### config.mk
export PLATFORM = sky130hd
export DESIGN_NAME = rv_multicycle_ctrl
export DESIGN_NICKNAME = d
export VERILOG_FILES = /design/src/rtl/rv_ctrl_pkg.sv /design/src/rtl/rv_ctrl_decode.sv /design/src/rtl/rv_multicycle_ctrl.sv
export SDC_FILE = /design/constraint.sdc
export NUM_CORES = 1
export LEC_CHECK = 0
export BUFFER_PORTS_ARGS = -buffer_cell sky130_fd_sc_hd__buf_2
export CAP_MARGIN = 20
export CORE_ASPECT_RATIO = 0.7
export CORE_MARGIN = 2
export CORE_UTILIZATION = 57
export CTS_BUF_LIST = sky130_fd_sc_hd__clkbuf_4 sky130_fd_sc_hd__clkbuf_8
export CTS_CLUSTER_DIAMETER = 80
export DETAILED_ROUTE_END_ITERATION = 6
export PLACE_DENSITY_LB_ADDON = 0.3
export SLEW_MARGIN = 20
export SYNTH_ARGS = -nofsm -noshare
export SYNTH_HDL_FRONTEND = slang
export SYNTH_SLANG_ARGS = --single-unit
### constraint.sdc
create_clock -name clk -period 6.3 [get_ports clk]
set_input_delay 1.26 -clock clk [delete_from_list [all_inputs] [get_ports clk]]
set_output_delay 1.26 -clock clk [all_outputs]
set_load 0.05 [all_outputs]
### src/rtl/rv_ctrl_pkg.sv
// Shared encodings for the RV32I multi-cycle control sequencer:
// FSM states, opcodes, instruction classes, immediate formats and status codes.
package rv_ctrl_pkg;

    typedef enum logic [2:0] {
        ST_IDLE   = 3'd0,
        ST_FETCH  = 3'd1,
        ST_DECODE = 3'd2,
        ST_EXEC   = 3'd3,
        ST_MEM    = 3'd4,
        ST_WB     = 3'd5,
        ST_TRAP   = 3'd6
    } state_t;

    localparam logic [6:0] OP_LUI    = 7'h37;
    localparam logic [6:0] OP_AUIPC  = 7'h17;
    localparam logic [6:0] OP_JAL    = 7'h6F;
    localparam logic [6:0] OP_JALR   = 7'h67;
    localparam logic [6:0] OP_BRANCH = 7'h63;
    localparam logic [6:0] OP_LOAD   = 7'h03;
    localparam logic [6:0] OP_STORE  = 7'h23;
    localparam logic [6:0] OP_OPIMM  = 7'h13;
    localparam logic [6:0] OP_OP     = 7'h33;

    localparam logic [3:0] CLS_ILLEGAL = 4'd0;
    localparam logic [3:0] CLS_LUI     = 4'd1;
    localparam logic [3:0] CLS_AUIPC   = 4'd2;
    localparam logic [3:0] CLS_JAL     = 4'd3;
    localparam logic [3:0] CLS_JALR    = 4'd4;
    localparam logic [3:0] CLS_BRANCH  = 4'd5;
    localparam logic [3:0] CLS_LOAD    = 4'd6;
    localparam logic [3:0] CLS_STORE   = 4'd7;
    localparam logic [3:0] CLS_OPIMM   = 4'd8;
    localparam logic [3:0] CLS_OP      = 4'd9;

    localparam logic [2:0] IMM_I = 3'd0;
    localparam logic [2:0] IMM_S = 3'd1;
    localparam logic [2:0] IMM_B = 3'd2;
    localparam logic [2:0] IMM_U = 3'd3;
    localparam logic [2:0] IMM_J = 3'd4;

    localparam logic [1:0] PCSEL_PC4     = 2'd0;
    localparam logic [1:0] PCSEL_OPC_IMM = 2'd1;
    localparam logic [1:0] PCSEL_ALU     = 2'd2;

    localparam logic [1:0] CAUSE_NONE    = 2'd0;
    localparam logic [1:0] CAUSE_ILLEGAL = 2'd1;
    localparam logic [1:0] CAUSE_TIMEOUT = 2'd2;

endpackage

### src/rtl/rv_ctrl_decode.sv
// Combinational opcode classifier: instruction class, immediate format,
// ALU operand selects and a legal-opcode flag.
module rv_ctrl_decode
    import rv_ctrl_pkg::*;
(
    input  logic [6:0] opcode,
    output logic [3:0] cls,
    output logic [2:0] imm_sel,
    output logic       alu_src,
    output logic       alu_asel,
    output logic       legal
);

    always_comb begin
        cls      = CLS_ILLEGAL;
        imm_sel  = IMM_I;
        alu_src  = 1'b0;
        alu_asel = 1'b0;
        case (opcode)
            OP_LUI:    begin cls = CLS_LUI;    imm_sel = IMM_U; alu_src = 1'b1; end
            OP_AUIPC:  begin cls = CLS_AUIPC;  imm_sel = IMM_U; alu_src = 1'b1; alu_asel = 1'b1; end
            OP_JAL:    begin cls = CLS_JAL;    imm_sel = IMM_J; alu_src = 1'b1; end
            OP_JALR:   begin cls = CLS_JALR;   imm_sel = IMM_I; alu_src = 1'b1; end
            OP_BRANCH: begin cls = CLS_BRANCH; imm_sel = IMM_B; end
            OP_LOAD:   begin cls = CLS_LOAD;   imm_sel = IMM_I; alu_src = 1'b1; end
            OP_STORE:  begin cls = CLS_STORE;  imm_sel = IMM_S; alu_src = 1'b1; end
            OP_OPIMM:  begin cls = CLS_OPIMM;  imm_sel = IMM_I; alu_src = 1'b1; end
            OP_OP:     begin cls = CLS_OP;     imm_sel = IMM_I; end
            default:   ;
        endcase
    end

    assign legal = (cls != CLS_ILLEGAL);

endmodule

### src/rtl/rv_multicycle_ctrl.sv
// Multi-cycle FETCH/DECODE/EXEC/MEM/WB sequencer sharing one memory port
// between fetch and load/store, with timeout trap and retired-instruction count.
module rv_multicycle_ctrl
    import rv_ctrl_pkg::*;
#(
    parameter int MEM_TIMEOUT = 15,
    parameter int CNT_W       = 32
) (
    input  logic             clk,
    input  logic             rst_n,
    input  logic [6:0]       opcode,
    input  logic             br_cond,
    input  logic             mem_ack,
    output logic             mem_req,
    output logic             mem_we,
    output logic             ir_we,
    output logic             pc_we,
    output logic [1:0]       pc_sel,
    output logic             mdr_we,
    output logic [2:0]       ImmSel,
    output logic             ALUsrc,
    output logic             alu_asel,
    output logic             RegW,
    output logic             memtoreg,
    output logic             LUItoReg,
    output logic             jumplink,
    output logic             trap,
    output logic [1:0]       trap_cause,
    output logic [CNT_W-1:0] instret,
    output logic [2:0]       state_o
);

    localparam logic [7:0] TIMEOUT_LIM = MEM_TIMEOUT[7:0];

    state_t           state_reg, state_next;
    logic [7:0]       wait_cnt_reg, wait_cnt_next;
    logic [CNT_W-1:0] instret_reg;
    logic [1:0]       cause_reg, cause_next;
    logic [3:0]       cls_reg;
    logic [2:0]       imm_sel_reg;
    logic             alu_src_reg, alu_asel_reg;

    logic [3:0] dec_cls;
    logic [2:0] dec_imm_sel;
    logic       dec_alu_src, dec_alu_asel, dec_legal;

    rv_ctrl_decode u_decode (
        .opcode   (opcode),
        .cls      (dec_cls),
        .imm_sel  (dec_imm_sel),
        .alu_src  (dec_alu_src),
        .alu_asel (dec_alu_asel),
        .legal    (dec_legal)
    );

    // Decode is live in DECODE and latched for the rest of the instruction.
    logic [3:0] cur_cls;
    logic       in_decode;
    assign in_decode = (state_reg == ST_DECODE);
    assign cur_cls   = in_decode ? dec_cls : cls_reg;

    logic       timeout_hit;
    logic [7:0] wait_cnt_inc;
    assign wait_cnt_inc = wait_cnt_reg + 8'd1;
    assign timeout_hit  = (wait_cnt_inc == TIMEOUT_LIM);

    logic       mem_req_c, mem_we_c, ir_we_c, pc_we_c, mdr_we_c;
    logic       reg_w_c, memtoreg_c, lui_c, jumplink_c, sel_act_c, retire;
    logic [1:0] pc_sel_c;

    always_comb begin
        state_next    = state_reg;
        wait_cnt_next = 8'd0;
        cause_next    = cause_reg;
        retire        = 1'b0;
        mem_req_c     = 1'b0;
        mem_we_c      = 1'b0;
        ir_we_c       = 1'b0;
        pc_we_c       = 1'b0;
        pc_sel_c      = PCSEL_PC4;
        mdr_we_c      = 1'b0;
        reg_w_c       = 1'b0;
        memtoreg_c    = 1'b0;
        lui_c         = 1'b0;
        jumplink_c    = 1'b0;
        sel_act_c     = 1'b0;
        case (state_reg)
            ST_IDLE: state_next = ST_FETCH;
            ST_FETCH: begin
                mem_req_c = 1'b1;
                if (mem_ack) begin
                    ir_we_c    = 1'b1;
                    pc_we_c    = 1'b1;
                    state_next = ST_DECODE;
                end else if (timeout_hit) begin
                    cause_next = CAUSE_TIMEOUT;
                    state_next = ST_TRAP;
                end else begin
                    wait_cnt_next = wait_cnt_inc;
                end
            end
            ST_DECODE: begin
                sel_act_c = 1'b1;
                if (dec_legal) begin
                    state_next = ST_EXEC;
                end else begin
                    cause_next = CAUSE_ILLEGAL;
                    state_next = ST_TRAP;
                end
            end
            ST_EXEC: begin
                sel_act_c = 1'b1;
                if (cur_cls == CLS_BRANCH) begin
                    pc_we_c    = br_cond;
                    pc_sel_c   = br_cond ? PCSEL_OPC_IMM : PCSEL_PC4;
                    retire     = 1'b1;
                    state_next = ST_FETCH;
                end else if (cur_cls == CLS_LOAD || cur_cls == CLS_STORE) begin
                    state_next = ST_MEM;
                end else begin
                    state_next = ST_WB;
                end
            end
            ST_MEM: begin
                sel_act_c = 1'b1;
                mem_req_c = 1'b1;
                mem_we_c  = (cur_cls == CLS_STORE);
                if (mem_ack) begin
                    if (cur_cls == CLS_STORE) begin
                        retire     = 1'b1;
                        state_next = ST_FETCH;
                    end else begin
                        mdr_we_c   = 1'b1;
                        state_next = ST_WB;
                    end
                end else if (timeout_hit) begin
                    cause_next = CAUSE_TIMEOUT;
                    state_next = ST_TRAP;
                end else begin
                    wait_cnt_next = wait_cnt_inc;
                end
            end
            ST_WB: begin
                sel_act_c  = 1'b1;
                reg_w_c    = 1'b1;
                memtoreg_c = (cur_cls == CLS_LOAD);
                lui_c      = (cur_cls == CLS_LUI);
                jumplink_c = (cur_cls == CLS_JAL) || (cur_cls == CLS_JALR);
                if (cur_cls == CLS_JAL) begin
                    pc_we_c  = 1'b1;
                    pc_sel_c = PCSEL_OPC_IMM;
                end else if (cur_cls == CLS_JALR) begin
                    pc_we_c  = 1'b1;
                    pc_sel_c = PCSEL_ALU;
                end
                retire     = 1'b1;
                state_next = ST_FETCH;
            end
            ST_TRAP: state_next = ST_TRAP;
            default: state_next = ST_IDLE;
        endcase
    end

    always_ff @(posedge clk) begin
        if (!rst_n) begin
            state_reg    <= ST_IDLE;
            wait_cnt_reg <= 8'd0;
            instret_reg  <= '0;
            cause_reg    <= CAUSE_NONE;
            cls_reg      <= CLS_ILLEGAL;
            imm_sel_reg  <= IMM_I;
            alu_src_reg  <= 1'b0;
            alu_asel_reg <= 1'b0;
        end else begin
            state_reg    <= state_next;
            wait_cnt_reg <= wait_cnt_next;
            cause_reg    <= cause_next;
            if (in_decode) begin
                cls_reg      <= dec_cls;
                imm_sel_reg  <= dec_imm_sel;
                alu_src_reg  <= dec_alu_src;
                alu_asel_reg <= dec_alu_asel;
            end
            if (retire) begin
                instret_reg <= instret_reg + 1'b1;
            end
        end
    end

    // Everything the datapath acts on is forced low during a reset cycle.
    logic [2:0] imm_sel_c;
    logic       alu_src_c, alu_asel_c;
    assign imm_sel_c  = in_decode ? dec_imm_sel  : imm_sel_reg;
    assign alu_src_c  = in_decode ? dec_alu_src  : alu_src_reg;
    assign alu_asel_c = in_decode ? dec_alu_asel : alu_asel_reg;

    assign mem_req    = rst_n & mem_req_c;
    assign mem_we     = rst_n & mem_we_c;
    assign ir_we      = rst_n & ir_we_c;
    assign pc_we      = rst_n & pc_we_c;
    assign pc_sel     = rst_n ? pc_sel_c : 2'd0;
    assign mdr_we     = rst_n & mdr_we_c;
    assign ImmSel     = (rst_n && sel_act_c) ? imm_sel_c : 3'd0;
    assign ALUsrc     = rst_n & sel_act_c & alu_src_c;
    assign alu_asel   = rst_n & sel_act_c & alu_asel_c;
    assign RegW       = rst_n & reg_w_c;
    assign memtoreg   = rst_n & memtoreg_c;
    assign LUItoReg   = rst_n & lui_c;
    assign jumplink   = rst_n & jumplink_c;
    assign trap       = rst_n & (state_reg == ST_TRAP);
    assign trap_cause = rst_n ? cause_reg : CAUSE_NONE;
    assign instret    = instret_reg;
    assign state_o    = state_reg;

endmodule

---- Word level (Yosys, flattened, before mapping) ----
Cells that the tools add are included.
word-level totals
  bits in registers ....................... 54
  output and inout bits ................... 54
  memory bits (read-only) ................. 0
  word-level logic and storage cells ...... 111
  memories kept ........................... 0
  bits in writable memories ............... 0
  latch bits .............................. 0
cells by class
  divide/modulo/power cells ............... 0
  add/subtract/negate cells ............... 2
  mux-type cells .......................... 48
  multiply operators ...................... 0
  equal/unequal tests ..................... 25
  bitwise gates (word level) .............. 15
  reductions and logical operators ........ 13
  shifts and indexed selects .............. 0
  magnitude comparators ................... 0
operators with widths
  kind                   number
  $pmux 4 s9             1
  $add 32x1->32 const B  1
  $mux 1                 25
  $mux 3                 8
  $eq 7x6->1 const B     3
  $eq 7x7->1 const B     3
  $pmux 3 s6             1
  $eq 4x3->1 const B     4
  $eq 7x5->1 const B     2
  $mux 2                 7
  $and 1x1->1            13
  $pmux 3 s4             1
  $eq 3x3->1 const B     3
  $add 8x1->8 const B    1
  $eq 8x4->1 const B     1
  $pmux 2 s2             2
  $reduce_or 4->1        2
  $eq 7x2->1 const B     1
  $reduce_or 7->1        1
  $eq 3x2->1 const B     2
  $pmux 1 s3             2
  $reduce_or 2->1        3
  $eq 4x1->1 const B     1
  $eq 4x2->1 const B     1
  11 further kinds       14

---- Depth between registers and ports, before layout ----
Gate-level depths: netlist of the first run.
  depth in word-level cells ............... 8
  gate-level depth with buffers ........... 8
  mapped depth without buffers ............ 8

---- Hierarchy ----
Synthesis of the first run repeated with hierarchy kept, for this count alone.
unflattened totals
  cells, all modules ...................... 385
  area total of the unflattened synthesis .. 3261.9 um^2
modules (own cells, without submodules)
  module              area each (um^2)  cells each  times used
  rv_multicycle_ctrl  2991.6            347         1
  rv_ctrl_decode      270.3             38          1

---- Worst setup path before layout of the first run ----
OpenSTA, ideal clock, no wires.
  path kind ............................... input to output
  start ................................... input opcode[3]
  end ..................................... output pc_sel[0]
  stages on the path ...................... 6
  slack ................................... 338 ps
  arrival ................................. 4702 ps
  path buffers ............................ 1
  cell sequence ........................... clkbuf_1 > and4b_1 > o311ai_1 > and2_1 > nand2b_1 > a2111oi_0
on the way
  longest elaborated chain between the ends .. 7
ends and longest elaborated chain
  what                                             line                                                  source
  start, declared                                  rv_multicycle_ctrl.sv:11                              input logic [6:0] opcode,
  $eq 7x6->1, or another cell as far along         rv_ctrl_decode.sv:19                                  case (opcode)
  $pmux 4 s9 *                                     rv_ctrl_decode.sv:19
  $mux 4 *                                         --
  $eq 4x2->1 / $eq 4x3->1 (equally long branches)  rv_multicycle_ctrl.sv:149, rv_multicycle_ctrl.sv:113
  $mux 2 / $mux 1 (equally long branches)          rv_multicycle_ctrl.sv:149, rv_multicycle_ctrl.sv:113
  $pmux 2 s2 *                                     rv_multicycle_ctrl.sv:87                              case (state_reg)
  $mux 2 *                                         rv_multicycle_ctrl.sv:201                             assign pc_sel = rst_n ? pc_sel_c : 2'd0;
  end, declared                                    rv_multicycle_ctrl.sv:18                              output logic [1:0] pc_sel,
Every way passes the cells marked *; elsewhere a longest branch is shown, timed or not.

---- Final worst setup path of the first run ----
  start ................................... input opcode[6]
  end ..................................... output jumplink
on the way
  longest elaborated chain between the ends .. 7
ends and longest elaborated chain
  what                                             line                       source
  $eq 7x6->1, or another cell as far along         rv_ctrl_decode.sv:19
  $pmux 4 s9 *                                     rv_ctrl_decode.sv:19
  $mux 4 *                                         --
  $eq 4x2->1 / $eq 4x3->1 (equally long branches)  rv_multicycle_ctrl.sv:148  jumplink_c = (cur_cls == CLS_JAL) || (cur_cls == CLS_JALR);
  $logic_or 1x1->1 *                               rv_multicycle_ctrl.sv:148
  $mux 1 *                                         rv_multicycle_ctrl.sv:87
  $and 1x1->1 *                                    rv_multicycle_ctrl.sv:209  assign jumplink = rst_n & jumplink_c;
  end, declared                                    rv_multicycle_ctrl.sv:26   output logic jumplink,
Marked as above.

==> out/qor.log, run 1 <==
INFO  routing        routed_wirelength=7550um
INFO  worst_hold_path hold_path_startpoint=alu_src_reg
INFO  routing        met1Wirelength=3910um
INFO  routing        wl_met3=406um
INFO  cts            worst_skew_late_latency=0.31ns
INFO  timing         grt_setup_unrepaired=no
INFO  timing         finalSetupViolations=0
INFO  synthesis      netlist_area=3110um^2
INFO  global_route   grt_pass1_wl=12300um
INFO  finish         number_of_inserted_filler_cells_in_the_final_layout=458
INFO  global_route   antenna_found_initial=0
INFO  cts            cts.htree.levels=2
INFO  timing         achievable-frequency=208MHz
INFO  synthesis      synth_largest_area_cell=sky130_fd_sc_hd__dfxtp_1
INFO  synthesis      postSynth.topFlopCell=sky130_fd_sc_hd__dfxtp_1
INFO  synthesis      ys_top_cells_by_count=sky130_fd_sc_hd__dfxtp_1 (54), sky130_fd_sc_hd__nor2_1 (41), sky130_fd_sc_hd__a21oi_1 (34)
INFO  floorplanning  core_area=5260um^2
INFO  worst_hold_path min_delay_worst_endpoint=alu_src_reg
INFO  synthesis      synth.avg_cell_area=8.02um^2
INFO  cts            tritoncts_clock_tree=yes
INFO  worst_setup_path reg2reg_from=state_o[1]
INFO  routing        ant_nets=0
INFO  synthesis      post_synth_edffs=0
INFO  timing         totalNegativeSetupSlack=0ns
INFO  power_and_ir_drop maximum_vdd_ir_drop=0.0000930V
INFO  finish         drive_above_1_share=19.4%
INFO  finish         postLayoutCellArea=3560um^2
INFO  synthesis      ys_async_sr_fraction=0%
INFO  worst_setup_path worstSetupPathType=primary input to output pin
INFO  routing        route.detailed.drc=0
INFO  synthesis      synthesis.yosys.warnings=0
INFO  floorplanning  boundaryPins=65
INFO  finish         largest_register_ffs=32
INFO  worst_hold_path hold_path_class=flop to flop
INFO  global_route   pin_count_of_the_biggest_net_entering_global_routing=32
INFO  global_route   track_usage=25.3%
INFO  worst_setup_path ff2ff_setup_slack=2.96ns
INFO  status         run_status=completed
INFO  timing         final-max-slew-violation-count=0
INFO  synthesis      postSynthNetCount=402
INFO  cts            cts_hold_buf=0
INFO  power_and_ir_drop power_leakage=1.37nW
INFO  worst_setup_path rr_worst_depth=6
INFO  worst_hold_path hold_path_cell_cnt=2
INFO  worst_setup_path timing.critical_path.from_type=primary input
INFO  timing         final_setup_skew=0.00482ns
INFO  routing        drt_first_pass_iters=5
INFO  run            cap_viol_max_count=0
INFO  floorplanning  start_util=59.2%
INFO  cts            post-cts-setup-buffers=0
INFO  worst_setup_path critical_path_peak_fanout=10
INFO  synthesis      synthMostInstantiatedCell=sky130_fd_sc_hd__dfxtp_1
INFO  placed_design  placement.cell_area=3460um^2
INFO  worst_setup_path cp.arrival=3.54ns
INFO  finish         num-nets-final=456
INFO  synthesis      netlist-cell-type-count=61
INFO  floorplanning  placementRows=22
INFO  timing         final.min_clock_period=4.80ns
INFO  placed_design  place.detailed.hpwl=5550um
INFO  placed_design  gpl.final_weighted_congestion=0.913
INFO  cts            clk_pin_slew_worst_paths=0.10ns
INFO  synthesis      post_synth_inst_count=388
INFO  worst_setup_path cp.required=5.04ns
INFO  cts            ctsRootBufferMaster=sky130_fd_sc_hd__clkbuf_8
INFO  cts            tritoncts.num_buffers=5
INFO  timing         slew_at_the_pin_closest_to_its_max_slew_limit=0.992ns
INFO  finish         antenna_cells_inserted=0
INFO  timing         slew-limit-headroom=33.6%
INFO  routing        top_layer_used=met4
INFO  routing        dr_total_vias=3092
INFO  synthesis      synth_seq_area_share=34.7%
INFO  finish         seqCellArea=1080um^2
INFO  synthesis      synth_top_area_share=34.7%
INFO  routing        detail_route.wl_per_cell=14.7um
INFO  routing        via_per_inst=6.00
INFO  worst_setup_path startpoint=opcode[6]
INFO  placed_design  place_ws=1.62ns
INFO  placed_design  portBuffers=64
INFO  timing         final_min_period_over_clock_period=76.2%
INFO  routing        iteration_0_drc_count_of_the_detailed_router=241
INFO  timing         timing.final.ws_setup=1.50ns
INFO  synthesis      synth_seq_cells=54
INFO  global_route   grt_overflow_total=0
INFO  finish         multi_input_comb_area=1900um^2
INFO  worst_setup_path endpoint_kind=output pin
INFO  finish         signed_area_change_from_the_synthesized_netlist_to_the_final_layout=14.3%
INFO  cts            cts_max_path_buffers=2
INFO  floorplanning  die_height=65.8um
INFO  floorplanning  fp.dieArea=6080um^2
INFO  cts            cts_repair_resize_count=0
INFO  power_and_ir_drop power_density=193nW/um^2
INFO  floorplanning  dieWidth=92.3um
INFO  synthesis      post_synth_main_area_contributors=sky130_fd_sc_hd__dfxtp_1 (35%), sky130_fd_sc_hd__a21oi_1 (5.5%), sky130_fd_sc_hd__nor2_1 (4.9%), sky130_fd_sc_hd__nand2_1 (3.3%), sky130_fd_sc_hd__o21ai_0 (2.3%)
INFO  global_route   via_count_of_the_first_global_routing_pass=2585
INFO  cts            clkSinkCount=54
INFO  routing        met2_length=3150um
INFO  timing         hold_violations=0
INFO  worst_setup_path reg2reg_to=instret[9]
-- power by group --
part           switching, W  internal, W  leakage [nW]
clock              0.000116    0.0000934        0.0517
sequential        0.0000168     0.000347         0.436
combinational     0.0000799    0.0000317         0.880
-- cells in the final DEF (no fill, tap or decap), types with 3 or more instances in the layout --
| master | instances |
|---|---|
| sky130_fd_sc_hd__a2111oi_0 | 5 |
| sky130_fd_sc_hd__a211oi_1 | 4 |
| sky130_fd_sc_hd__a21o_1 | 5 |
| sky130_fd_sc_hd__a21oi_1 | 34 |
| sky130_fd_sc_hd__a22oi_1 | 3 |
| sky130_fd_sc_hd__and2_1 | 8 |
| sky130_fd_sc_hd__and3_1 | 10 |
| sky130_fd_sc_hd__and4_1 | 3 |
| sky130_fd_sc_hd__buf_2 | 64 |
| sky130_fd_sc_hd__clkbuf_8 | 6 |
| sky130_fd_sc_hd__dfxtp_1 | 54 |
| sky130_fd_sc_hd__ha_1 | 3 |
| sky130_fd_sc_hd__inv_1 | 18 |
| sky130_fd_sc_hd__nand2_1 | 27 |
| sky130_fd_sc_hd__nand2b_1 | 7 |
| sky130_fd_sc_hd__nand3_1 | 13 |
| sky130_fd_sc_hd__nand3b_1 | 5 |
| sky130_fd_sc_hd__nand4_1 | 8 |
| sky130_fd_sc_hd__nor2_1 | 41 |
| sky130_fd_sc_hd__nor2b_1 | 8 |
| sky130_fd_sc_hd__nor3_1 | 13 |
| sky130_fd_sc_hd__nor3b_1 | 5 |
| sky130_fd_sc_hd__nor4_1 | 4 |
| sky130_fd_sc_hd__o211ai_1 | 5 |
| sky130_fd_sc_hd__o21ai_0 | 13 |
| sky130_fd_sc_hd__o31ai_1 | 7 |
| sky130_fd_sc_hd__or3_1 | 7 |
| sky130_fd_sc_hd__or4_1 | 5 |
| sky130_fd_sc_hd__xnor2_1 | 7 |
| sky130_fd_sc_hd__xor2_1 | 7 |
-- stage by stage --
step           hold slack [ns]  util [%]  std cells  power (W)
2_1_floorplan            0.433         -        388   0.000456
3_3_place_gp             0.446      65.8        507   0.000480
3_5_place_dp             0.452      65.8        507   0.000482
4_1_cts                  0.465      67.7        515   0.000686
5_1_grt                  0.489      67.7        515   0.000713
6_report                 0.466      67.7        515   0.000685
-- worst max path at each step --
stage,endpoint,depth (start not counted),slack (ns)
2_1_floorplan,pc_sel[0],6,0.34
3_3_place_gp,jumplink,8,1.70
3_5_place_dp,pc_we,7,1.62
4_1_cts,pc_we,7,1.61
5_1_grt,pc_we,7,1.46
6_report,jumplink,8,1.50
-- metal layers --
metal	vias up	GRT usage, %
met1	1449	38.9
met5	-	0
met2	93	36.2
li1	1542	-
met3	8	4.33
met4	0	6.72
-- cell type report --
cell class,instances,area share (%)
multi-input cells,298,53.3
flip-flops and latches,54,30.4
repair buffers,65,9.22
clock buffers,7,2.53
well taps,72,2.53
inverters,18,1.90
clock inverters,1,0.141
-- cells by family after synthesis --
kind of cell	share of synthesized area, %
multiplexers	0.322
AO/OA/AOI/OAI	24.6
buffers and inverters	4.38
adder cells (fa/ha/maj)	1.21
AND/OR/NAND/NOR	30.9
XOR/XNOR	3.94
flip-flops	34.7
-- worst max-delay path, stage by stage --
cell and delay (ns):
sky130_fd_sc_hd__buf_2 0.15, sky130_fd_sc_hd__or2_2 0.33, sky130_fd_sc_hd__a2111oi_4 0.46, sky130_fd_sc_hd__nor2_1 0.07
sky130_fd_sc_hd__nor4_1 0.70, sky130_fd_sc_hd__nor2_1 0.16, sky130_fd_sc_hd__nor2_1 0.13, sky130_fd_sc_hd__buf_2 0.27
Power figures use the tool's default switching activity.
==> inputs of run 2 (changes only) <==
Clock period 6.3 ns to 4.7 ns, I/O delays scaled along.
==> out/qor.log, run 2 (synthesis results as in run 1) <==
INFO  global_route   grt_pass1_wl=12900um
INFO  power_and_ir_drop power_density=252nW/um^2
INFO  finish         drive_above_1_share=19.8%
INFO  finish         largest_register_ffs=32
INFO  finish         num-nets-final=459
INFO  floorplanning  core_area=5260um^2
INFO  worst_setup_path slowest_delay=0.64ns
INFO  finish         mostFrequentLayoutCells=sky130_fd_sc_hd__buf_2 (64), sky130_fd_sc_hd__dfxtp_1 (54), sky130_fd_sc_hd__nor2_1 (41), sky130_fd_sc_hd__a21oi_1 (34), sky130_fd_sc_hd__nand2_1 (27)
INFO  finish         number_of_inserted_filler_cells_in_the_final_layout=471
INFO  global_route   antenna_found_initial=0
INFO  placed_design  gpl.final_weighted_congestion=0.938
INFO  power_and_ir_drop power=0.000901W
INFO  timing         grt_setup_unrepaired=no
INFO  status         run_status=completed
INFO  routing        via_per_inst=6.06
INFO  timing         final_min_period_over_clock_period=83.7%
INFO  worst_setup_path endpoint_kind=output pin
INFO  finish         seqCellArea=1080um^2
INFO  worst_setup_path cp.buffers_inverters=2
INFO  floorplanning  fp.dieArea=6080um^2
INFO  power_and_ir_drop maximum_vdd_ir_drop=0.000173V
INFO  cts            clk_pin_slew_worst_paths=0.09ns
INFO  timing         totalNegativeSetupSlack=0ns
INFO  worst_setup_path cp.required=3.76ns
INFO  floorplanning  placementRows=22
INFO  cts            tritoncts_clock_tree=yes
INFO  finish         instances_no_fill=517
INFO  placed_design  place.detailed.hpwl=5730um
INFO  routing        routed_wirelength=7800um
INFO  run            cap_viol_max_count=0
INFO  routing        dr_total_vias=3134
INFO  cts            clkSinkCount=54
INFO  routing        ant_nets=0
INFO  placed_design  portBuffers=64
INFO  cts            post-cts-setup-buffers=0
INFO  timing         final.min_clock_period=3.93ns
INFO  cts            cts_max_path_buffers=2
INFO  power_and_ir_drop power_leakage=1.38nW
INFO  timing         holdWs=0.469ns
INFO  finish         signed_area_change_from_the_synthesized_netlist_to_the_final_layout=14.7%
INFO  global_route   grt_overflow_total=0
INFO  floorplanning  boundaryPins=65
INFO  worst_setup_path crit_chain=nor3b_1 > buf_4 > o311ai_1 > and2_1 > nand2b_1 > a2111oi_1 > buf_2
INFO  cts            worst_skew_late_latency=0.31ns
INFO  cts            cts.htree.levels=2
INFO  worst_setup_path cp.arrival=2.99ns
INFO  timing         hold_violations=0
INFO  routing        route.detailed.drc=0
INFO  cts            tritoncts.num_buffers=5
INFO  cts            cts_repair_resize_count=0
INFO  timing         final-max-slew-violation-count=0
INFO  worst_setup_path worstSetupPathType=flop to output pin
INFO  cts            cts_hold_buf=0
INFO  global_route   pin_count_of_the_biggest_net_entering_global_routing=32
INFO  routing        detail_route.wl_per_cell=15.1um
INFO  worst_setup_path timing.critical_path.from_type=flop
INFO  worst_setup_path critical_path.slowest_cell=sky130_fd_sc_hd__dfxtp_1
INFO  floorplanning  die_height=65.8um
INFO  global_route   via_count_of_the_first_global_routing_pass=2742
INFO  timing         slew-limit-headroom=33.3%
INFO  finish         multi_input_comb_area=1900um^2
INFO  worst_setup_path cpLargestDelayFamily=simple AND/OR/NAND/NOR gates
INFO  worst_hold_path hold_path_class=flop to flop
INFO  timing         finalSetupViolations=0
INFO  finish         postLayoutCellArea=3570um^2
INFO  cts            ctsRootBufferMaster=sky130_fd_sc_hd__clkbuf_8
INFO  worst_setup_path critical_path_peak_fanout=17
INFO  timing         achievable-frequency=254MHz
INFO  timing         slew_at_the_pin_closest_to_its_max_slew_limit=0.996ns
INFO  floorplanning  dieWidth=92.3um
INFO  placed_design  dpl.cell_count=510
INFO  routing        iteration_0_drc_count_of_the_detailed_router=258
INFO  routing        drt_first_pass_iters=5
INFO  finish         leading_cell_type_in_the_layout_fill_and_taps_excluded=sky130_fd_sc_hd__buf_2
INFO  timing         final_setup_skew=0.00535ns
INFO  placed_design  placement.cell_area=3490um^2
INFO  floorplanning  start_util=59.2%
INFO  finish         antenna_cells_inserted=0
INFO  global_route   track_usage=26.3%
## run 2: cell type report
| cell class | instances | area share, % |
|---|---|---|
| multi-input cells | 298 | 53.1 |
| clock buffers | 7 | 2.35 |
| flip-flops and latches | 54 | 30.3 |
| repair buffers | 68 | 9.81 |
| inverters | 18 | 1.89 |
| well taps | 72 | 2.52 |
## run 2: worst register-to-register path, delay by kind of cell (launching register included)
| kind | cells | cell delay (ns) |
|---|---|---|
| compound gates | 4 | 1.30 |
| simple gates | 2 | 1.22 |
| flops | 1 | 0.64 |
## run 2: per-stage QoR
step,setup slack (ns),utilization (%)
6_report,0.765,67.9
5_1_grt,0.535,67.9
4_1_cts,0.834,67.9
3_5_place_dp,0.959,66.3
3_3_place_gp,1.02,66.3
2_1_floorplan,0.0564,-
## run 2: worst paths after layout
kind                    start  depth (start not counted)     endpoint  slack, ns
hold reg to reg   alu_src_reg                          2  alu_src_reg       0.47
hold / removal    alu_src_reg                          2  alu_src_reg       0.47
setup / recovery   state_o[1]                          7    pc_sel[0]       0.77
setup reg to reg   state_o[1]                          6   instret[9]       1.46
## run 2: layer usage
layer / vias to the layer above / part of all wire [%] / global-route usage, %
met5: - / 0 / 0
met4: 0 / 1.2 / 7.46
met3: 11 / 5.9 / 4.22
met2: 106 / 43 / 40.2
met1: 1473 / 50 / 38.5
li1: 1544 / - / -
## run 2: where the power goes
group / switching (W) / leakage [nW] / internal [W]
Sequential: 0.0000230 / 0.436 / 0.000466
Clock: 0.000145 / 0.0452 / 0.000115
Combinational: 0.000109 / 0.895 / 0.0000440
